$ cat config.mk
export PLATFORM = sky130hd
export DESIGN_NAME = tdd_edge_capture
export DESIGN_NICKNAME = d
export VERILOG_FILES = /design/src/rtl/tdd_edge_capture.sv
export SDC_FILE = /design/constraint.sdc
export NUM_CORES = 1
export LEC_CHECK = 0
export ABC_AREA = 0
export CORE_ASPECT_RATIO = 0.7
export CORE_UTILIZATION = 30
export DETAILED_ROUTE_END_ITERATION = 10
export GPL_ROUTABILITY_DRIVEN = 0
export PLACE_DENSITY = 0.48
export SYNTH_ARGS = -nofsm -noshare
export SYNTH_HDL_FRONTEND = slang
export SYNTH_SLANG_ARGS = --single-unit
export TNS_END_PERCENT = 30
$ cat constraint.sdc
create_clock -name clk -period 10.7 [get_ports clk]
set_input_delay 1.605 -clock clk [delete_from_list [all_inputs] [get_ports clk]]
set_output_delay 1.605 -clock clk [all_outputs]
set_load 0.005 [all_outputs]
$ cat src/rtl/tdd_edge_capture.sv
// tdd_edge_capture: receive-side TDD timing monitor.
// Samples the channel lines and the frame sync pulse, measures per-channel
// rising/falling edge offsets from the frame start and streams one record
// per edge through a valid/ready FIFO.
// Record layout (MSB..LSB): {marker, edge, channel[CH_W], offset[REGISTER_WIDTH]}.
// Optional feature macro: TDD_EDGE_CAPTURE_SYNC_MARK_EN adds a marker record
// carrying the previous frame length on every sync received while running.
module tdd_edge_capture #(
    parameter int unsigned CHANNEL_COUNT  = 8,
    parameter int unsigned REGISTER_WIDTH = 32,
    parameter int unsigned FIFO_DEPTH     = 16,
    localparam int unsigned CH_W   = (CHANNEL_COUNT > 1) ? $clog2(CHANNEL_COUNT) : 1,
    localparam int unsigned DATA_W = REGISTER_WIDTH + CH_W + 2
) (
    input  logic                     clk,
    input  logic                     resetn,
    input  logic                     enable,
    input  logic                     sync_in,
    input  logic [CHANNEL_COUNT-1:0] tdd_channel,
    output logic                     m_valid,
    input  logic                     m_ready,
    output logic [DATA_W-1:0]        m_data,
    output logic [31:0]              frame_count,
    output logic                     overflow,
    output logic                     active
);

    localparam int unsigned AW = $clog2(FIFO_DEPTH);
    localparam logic [REGISTER_WIDTH-1:0] CNT_MAX = '1;

    typedef enum logic [1:0] {
        S_IDLE,
        S_ARMED,
        S_RUN
    } state_e;

    state_e state_q, state_d;

    logic [REGISTER_WIDTH-1:0] cnt_q, cnt_d;
    logic [CHANNEL_COUNT-1:0]  cur_q, prev_q;
    logic [CHANNEL_COUNT-1:0]  edges;

    logic [CHANNEL_COUNT-1:0]  slot_vld_q, slot_vld_d;
    logic [CHANNEL_COUNT-1:0]  slot_edge_q, slot_edge_d;
    logic [REGISTER_WIDTH-1:0] slot_off_q [CHANNEL_COUNT];
    logic [REGISTER_WIDTH-1:0] slot_off_d [CHANNEL_COUNT];

`ifdef TDD_EDGE_CAPTURE_SYNC_MARK_EN
    logic                      mk_vld_q, mk_vld_d;
    logic [REGISTER_WIDTH-1:0] mk_off_q, mk_off_d;
`endif

    logic [31:0] frame_cnt_q, frame_cnt_d;
    logic        ovf_q, ovf_d;
    logic        ovf_set;

    logic [DATA_W-1:0] mem_q [FIFO_DEPTH];
    logic [AW:0]       wr_ptr_q, wr_ptr_d;
    logic [AW:0]       rd_ptr_q, rd_ptr_d;
    logic              fifo_full, fifo_empty;

    logic                      flush, clear, run, sync_ev;
    logic                      rd_fire, can_wr, wr_en;
    logic [DATA_W-1:0]         wr_data;
    logic                      sel_mk, sel_ch_vld;
    logic [CH_W-1:0]           sel_idx;
    logic                      sel_edge;
    logic [REGISTER_WIDTH-1:0] sel_off;
    logic [CHANNEL_COUNT-1:0]  drain_vec;

    // Control qualifiers: disable flushes, IDLE->ARMED entry clears everything.
    assign flush   = !enable;
    assign clear   = enable && (state_q == S_IDLE);
    assign run     = enable && (state_q == S_RUN);
    assign sync_ev = enable && sync_in && (state_q != S_IDLE);
    assign edges   = cur_q ^ prev_q;

    assign fifo_empty = (wr_ptr_q == rd_ptr_q);
    assign fifo_full  = (wr_ptr_q[AW] != rd_ptr_q[AW]) &&
                        (wr_ptr_q[AW-1:0] == rd_ptr_q[AW-1:0]);

    assign m_valid     = !fifo_empty;
    assign m_data      = m_valid ? mem_q[rd_ptr_q[AW-1:0]] : '0;
    assign rd_fire     = m_valid && m_ready;
    // A read in the same cycle frees a place, so a full FIFO still accepts a write.
    assign can_wr      = !fifo_full || rd_fire;
    assign frame_count = frame_cnt_q;
    assign overflow    = ovf_q;
    assign active      = (state_q == S_RUN);

    // Next-state logic for the monitor FSM.
    always_comb begin
        state_d = state_q;
        case (state_q)
            S_IDLE:  state_d = S_ARMED;
            S_ARMED: if (sync_in) state_d = S_RUN;
            S_RUN:   state_d = S_RUN;
            default: state_d = S_IDLE;
        endcase
        if (!enable) state_d = S_IDLE;
    end

    // State, input sampling and status registers.
    always_ff @(posedge clk or negedge resetn) begin
        if (!resetn) begin
            state_q     <= S_IDLE;
            cur_q       <= '0;
            prev_q      <= '0;
            cnt_q       <= '0;
            frame_cnt_q <= '0;
            ovf_q       <= 1'b0;
        end else begin
            state_q     <= state_d;
            cur_q       <= tdd_channel;
            prev_q      <= cur_q;
            cnt_q       <= cnt_d;
            frame_cnt_q <= frame_cnt_d;
            ovf_q       <= ovf_d;
        end
    end

    // Offset counter (restarts on sync, saturates) and frame/overflow status.
    always_comb begin
        cnt_d = cnt_q;
        if (flush || clear) begin
            cnt_d = '0;
        end else if (sync_ev) begin
            cnt_d = '0;
        end else if ((state_q == S_RUN) && (cnt_q != CNT_MAX)) begin
            cnt_d = cnt_q + REGISTER_WIDTH'(1);
        end

        frame_cnt_d = frame_cnt_q;
        if (clear) begin
            frame_cnt_d = '0;
        end else if (sync_ev) begin
            frame_cnt_d = frame_cnt_q + 32'd1;
        end

        ovf_d = clear ? 1'b0 : (ovf_q | ovf_set);
    end

    // Arbiter: marker slot first, then lowest channel index, one per cycle.
    always_comb begin
        sel_mk     = 1'b0;
        sel_ch_vld = 1'b0;
        sel_idx    = '0;
        sel_edge   = 1'b0;
        sel_off    = '0;
        drain_vec  = '0;
`ifdef TDD_EDGE_CAPTURE_SYNC_MARK_EN
        sel_mk = can_wr && mk_vld_q;
`endif
        for (int unsigned i = 0; i < CHANNEL_COUNT; i++) begin
            if (can_wr && !sel_mk && !sel_ch_vld && slot_vld_q[i]) begin
                sel_ch_vld   = 1'b1;
                sel_idx      = CH_W'(i);
                sel_edge     = slot_edge_q[i];
                sel_off      = slot_off_q[i];
                drain_vec[i] = 1'b1;
            end
        end
        wr_en   = sel_mk || sel_ch_vld;
        wr_data = {1'b0, sel_edge, sel_idx, sel_off};
`ifdef TDD_EDGE_CAPTURE_SYNC_MARK_EN
        if (sel_mk) wr_data = {1'b1, 1'b1, {CH_W{1'b0}}, mk_off_q};
`endif
    end

    // Pending slots: load on edge in RUN, drop and flag when still occupied.
    always_comb begin
        slot_vld_d  = slot_vld_q;
        slot_edge_d = slot_edge_q;
        slot_off_d  = slot_off_q;
        ovf_set     = 1'b0;
        for (int unsigned i = 0; i < CHANNEL_COUNT; i++) begin
            if (drain_vec[i]) slot_vld_d[i] = 1'b0;
            if (run && edges[i]) begin
                // A slot drained this cycle is free for the new edge.
                if (slot_vld_q[i] && !drain_vec[i]) begin
                    ovf_set = 1'b1;
                end else begin
                    slot_vld_d[i]  = 1'b1;
                    slot_edge_d[i] = cur_q[i];
                    slot_off_d[i]  = cnt_q;
                end
            end
        end
`ifdef TDD_EDGE_CAPTURE_SYNC_MARK_EN
        mk_vld_d = mk_vld_q;
        mk_off_d = mk_off_q;
        if (sel_mk) mk_vld_d = 1'b0;
        if (run && sync_in) begin
            if (mk_vld_q && !sel_mk) begin
                ovf_set = 1'b1;
            end else begin
                mk_vld_d = 1'b1;
                mk_off_d = cnt_q;
            end
        end
        if (flush || clear) mk_vld_d = 1'b0;
`endif
        if (flush || clear) slot_vld_d = '0;
    end

    // Slot registers.
    always_ff @(posedge clk or negedge resetn) begin
        if (!resetn) begin
            slot_vld_q  <= '0;
            slot_edge_q <= '0;
            for (int unsigned i = 0; i < CHANNEL_COUNT; i++) slot_off_q[i] <= '0;
        end else begin
            slot_vld_q  <= slot_vld_d;
            slot_edge_q <= slot_edge_d;
            slot_off_q  <= slot_off_d;
        end
    end

`ifdef TDD_EDGE_CAPTURE_SYNC_MARK_EN
    // Marker slot register.
    always_ff @(posedge clk or negedge resetn) begin
        if (!resetn) begin
            mk_vld_q <= 1'b0;
            mk_off_q <= '0;
        end else begin
            mk_vld_q <= mk_vld_d;
            mk_off_q <= mk_off_d;
        end
    end
`endif

    // FIFO pointer next-state; disable and arming both empty the FIFO.
    always_comb begin
        wr_ptr_d = wr_ptr_q;
        rd_ptr_d = rd_ptr_q;
        if (flush || clear) begin
            wr_ptr_d = '0;
            rd_ptr_d = '0;
        end else begin
            if (wr_en)   wr_ptr_d = wr_ptr_q + (AW+1)'(1);
            if (rd_fire) rd_ptr_d = rd_ptr_q + (AW+1)'(1);
        end
    end

    // FIFO pointer registers.
    always_ff @(posedge clk or negedge resetn) begin
        if (!resetn) begin
            wr_ptr_q <= '0;
            rd_ptr_q <= '0;
        end else begin
            wr_ptr_q <= wr_ptr_d;
            rd_ptr_q <= rd_ptr_d;
        end
    end

    // FIFO storage; output is gated by m_valid so stale entries never show.
    always_ff @(posedge clk) begin
        if (wr_en) mem_q[wr_ptr_q[AW-1:0]] <= wr_data;
    end

endmodule

==> results.ini <==
[status]
status = finished clean

[synth]
syn_nets = 2331
synthCells = 2308
synth_edf_count = 576
netlist-cell-type-count = 64
syn_avg_cell_area_um2 = 16.84
synth_top_flop_cell = edfxtp_1
synth_seq_area_share_pct = 68.01
async_reset_ff_share_pct = 38.79
synth.ff_latch_count = 941
yosys_warnings = 0
syn-cell-area_um2 = 38860

[clock_network]
postCtsSetupRepairBufs = 0
clkSlewWorstSetupHoldPaths_ps = 60
cts_tree = built
ctsHtreeMaxLevel = 3
cts_root_buf = clkbuf_16
numCtsBuffers = 96
ctsHoldBuffers = 0
clk_latency_ps = 720
clock_sinks = 941
cts-resized-gates = 0
cts_buffer_depth = 3

[setup_path]
arrival_ps = 4870
crit_required_ps = 9100
path_buf_inv = 3
cpMaxStageDelayCell = buf_4
startpoint_type = flip-flop
cp-end-kind = primary output
critical_path_class = reg -> out
critPathMaxStageDelay_ps = 850
cp_cell_sequence = buf_4, buf_4, mux4_2, mux4_2, and2_1, clkdlybuf4s50_1
crit_family = buffers and inverters
critical_path.max_fanout = 48

[detailed_routing]
wirelength_um = 103600
wl_met2_um = 46950
drc = 0
first_pass_iters = 5
drtIter0Drc = 1871
top_layer_used = met4
vias_per_cell = 5.057
wl_met1_um = 50900
drtAntennaViolNets = 0
routedWlPerCell_um = 24.62
dr_total_vias = 21270
met3WireLength_um = 4161

[cells_and_area]
fin_nets = 2416
nFillCells = 12160
drive_above_1_share_pct = 26.81
fin_area_um2 = 45030
syn_to_final_growth_pct = 15.86

[sta]
finalHoldViolCount = 0
tightest_slew_ps = 1313
fin_crit_sh_pct = 60.48
timing.setup.tns_ps = 0
slew_headroom_pct = 12.44
layout_min_cycle_time_ps = 6471
final_max_slew_viol_count = 0
rsz0062_at_grt = no
skew_ps = 46.15
clock.fmax_mhz = 154.5
holdWs_ps = 419.1
setup_viol = 0

[worst_hold_path]
hold_class = reg -> reg

[pwr]
powerDensity_nw_per_um2 = 177.2
power_leakage_nw = 16.28
irDropWorstVdd_uv = 125.8

[place]
dp_hpwl_um = 59200
placed_cell_area_um2 = 41820
portBuffers = 83

[grt]
grt_antenna_before_repair = 0
grt_max_degree = 107
grt-ovfl-total = 0
grt_pass1_vias = 22390
grt_usage_pct = 16.07
grt_pass1_wl_um = 155100

[die]
die_x_um = 432.2
ios = 85
die_h_um = 303.1
rows = 110
dieArea_um2 = 131000
start_util_pct = 30.23
core-area_um2 = 128500

[run]
cap_violations = 0

==> cells in the mapped netlist (2+ instances only) <==
cell | instances | share of area, %
edfxtp_1 | 576 | 45
dfrtp_1 | 365 | 24
mux2_2 | 204 | 5.9
mux4_2 | 180 | 10
nand2_1 | 133 | 1.3
clkbuf_1 | 104 | 1.0
nor2_1 | 82 | 0.79
a21oi_1 | 65 | 0.84
and2_1 | 42 | 0.68
o21ai_0 | 42 | 0.54
o22ai_1 | 42 | 0.68
buf_2 | 39 | 0.50
nand3_1 | 37 | 0.48
a221oi_1 | 32 | 0.72
xor2_1 | 32 | 0.72
mux2_1 | 30 | 0.87
mux2_4 | 30 | 1.2
o211ai_1 | 27 | 0.52
a22oi_1 | 25 | 0.48
xnor2_1 | 23 | 0.52
nand4_1 | 20 | 0.32
nor3_1 | 18 | 0.23
inv_1 | 15 | 0.14
mux2i_1 | 14 | 0.36
a22o_1 | 13 | 0.29
and3_1 | 10 | 0.16
ha_1 | 10 | 0.32
and4_1 | 9 | 0.20
buf_6 | 9 | 0.26
nor4_1 | 8 | 0.13
buf_4 | 7 | 0.14
nor2b_1 | 7 | 0.11
o31ai_1 | 7 | 0.14
a31oi_1 | 6 | 0.097
buf_1 | 6 | 0.058
nand2b_1 | 5 | 0.080
a211oi_1 | 3 | 0.058
a21o_1 | 2 | 0.039
nand3b_1 | 2 | 0.039
nand4b_1 | 2 | 0.045
or2_2 | 2 | 0.032
==> power breakdown <==
group	switching [mW]	leakage (nW)	internal, mW
combinational	0.382	4.55	0.181
sequential	0.0286	10.2	3.97
clock	1.46	1.55	1.96
==> layer usage <==
layer / vias up / global-route usage [%]
met3: 112 / 2.603
li1: 9116 / -
met2: 429 / 24.66
met4: 0 / 3.352
met5: - / 0
met1: 11610 / 23.97
==> kinds of logic after synthesis <==
group / synth area share (%)
fa+ha+maj: 0.3220
mux: 18.73
flops: 68.01
compound gates: 4.730
other cells: 0.009650
simple gates: 4.849
buf+inv: 2.106
xor+xnor: 1.240
==> state kept, by name (all words and copies together), names as in the netlist <==
| name | flops |
|---|---|
| cur_q | 8 |
| frame_count | 32 |
| prev_q | 8 |
| wr_ptr_q | 5 |
| cnt_q | 32 |
| state_q | 2 |
| slot_vld_q | 8 |
| mem_q | 576 |
| rd_ptr_q | 5 |
| slot_edge_q | 8 |
| slot_off_q | 256 |
| overflow | 1 |
==> worst paths after layout <==
check	start	end	slack (ps)	cells past startpoint
worst max-delay path	rd_ptr_q[0]	m_data[3]	4230	6
worst min-delay path	cur_q[5]	prev_q[5]	420	0
worst max register to register	rd_ptr_q[2]	mem_q[10][27]	6070	6
worst min register to register	cur_q[5]	prev_q[5]	420	0
max in group asynchronous	resetn	cnt_q[2]	7410	3
min in group asynchronous	resetn	frame_count[12]	920	1
==> metrics by stage <==
step | worst slack (ps) | instances | utilization [%] | power [mW]
6_report | 4229 | 4206 | 35.03 | 7.977
5_1_grt | 3838 | 4205 | 35.02 | 8.256
4_1_cts | 4044 | 4205 | 35.02 | 8.086
3_5_place_dp | 4840 | 4031 | 32.53 | 4.640
3_3_place_gp | 4847 | 4031 | 32.53 | 4.624
2_1_floorplan | 5485 | 2308 | - | 4.384
==> placed cells by master, fill, tap and decap left out, types with 32 or more instances in the layout <==
cell / n
a21oi_1: 61
a221oi_1: 32
and2_1: 42
buf_4: 69
clkbuf_16: 96
clkdlybuf4s50_1: 82
dfrtp_1: 361
edfxtp_1: 576
mux2_2: 204
mux4_2: 180
nand2_1: 130
nand3_1: 36
nor2_1: 69
o21ai_0: 38
o22ai_1: 42
xor2_1: 32
==> cell type report <==
type | instances | area, um2 | area share, %
Antenna cell | 1 | 2.502 | 0.005558
Clock buffer | 120 | 2542 | 5.647
Clock inverter | 54 | 658.1 | 1.462
Inverter | 15 | 56.30 | 0.1250
Multi-Input combinational cell | 1187 | 11800 | 26.20
Sequential cell | 941 | 26440 | 58.73
Tap cell | 1736 | 2172 | 4.824
Timing Repair Buffer | 152 | 1354 | 3.007
Power figures use the tool's default switching activity.
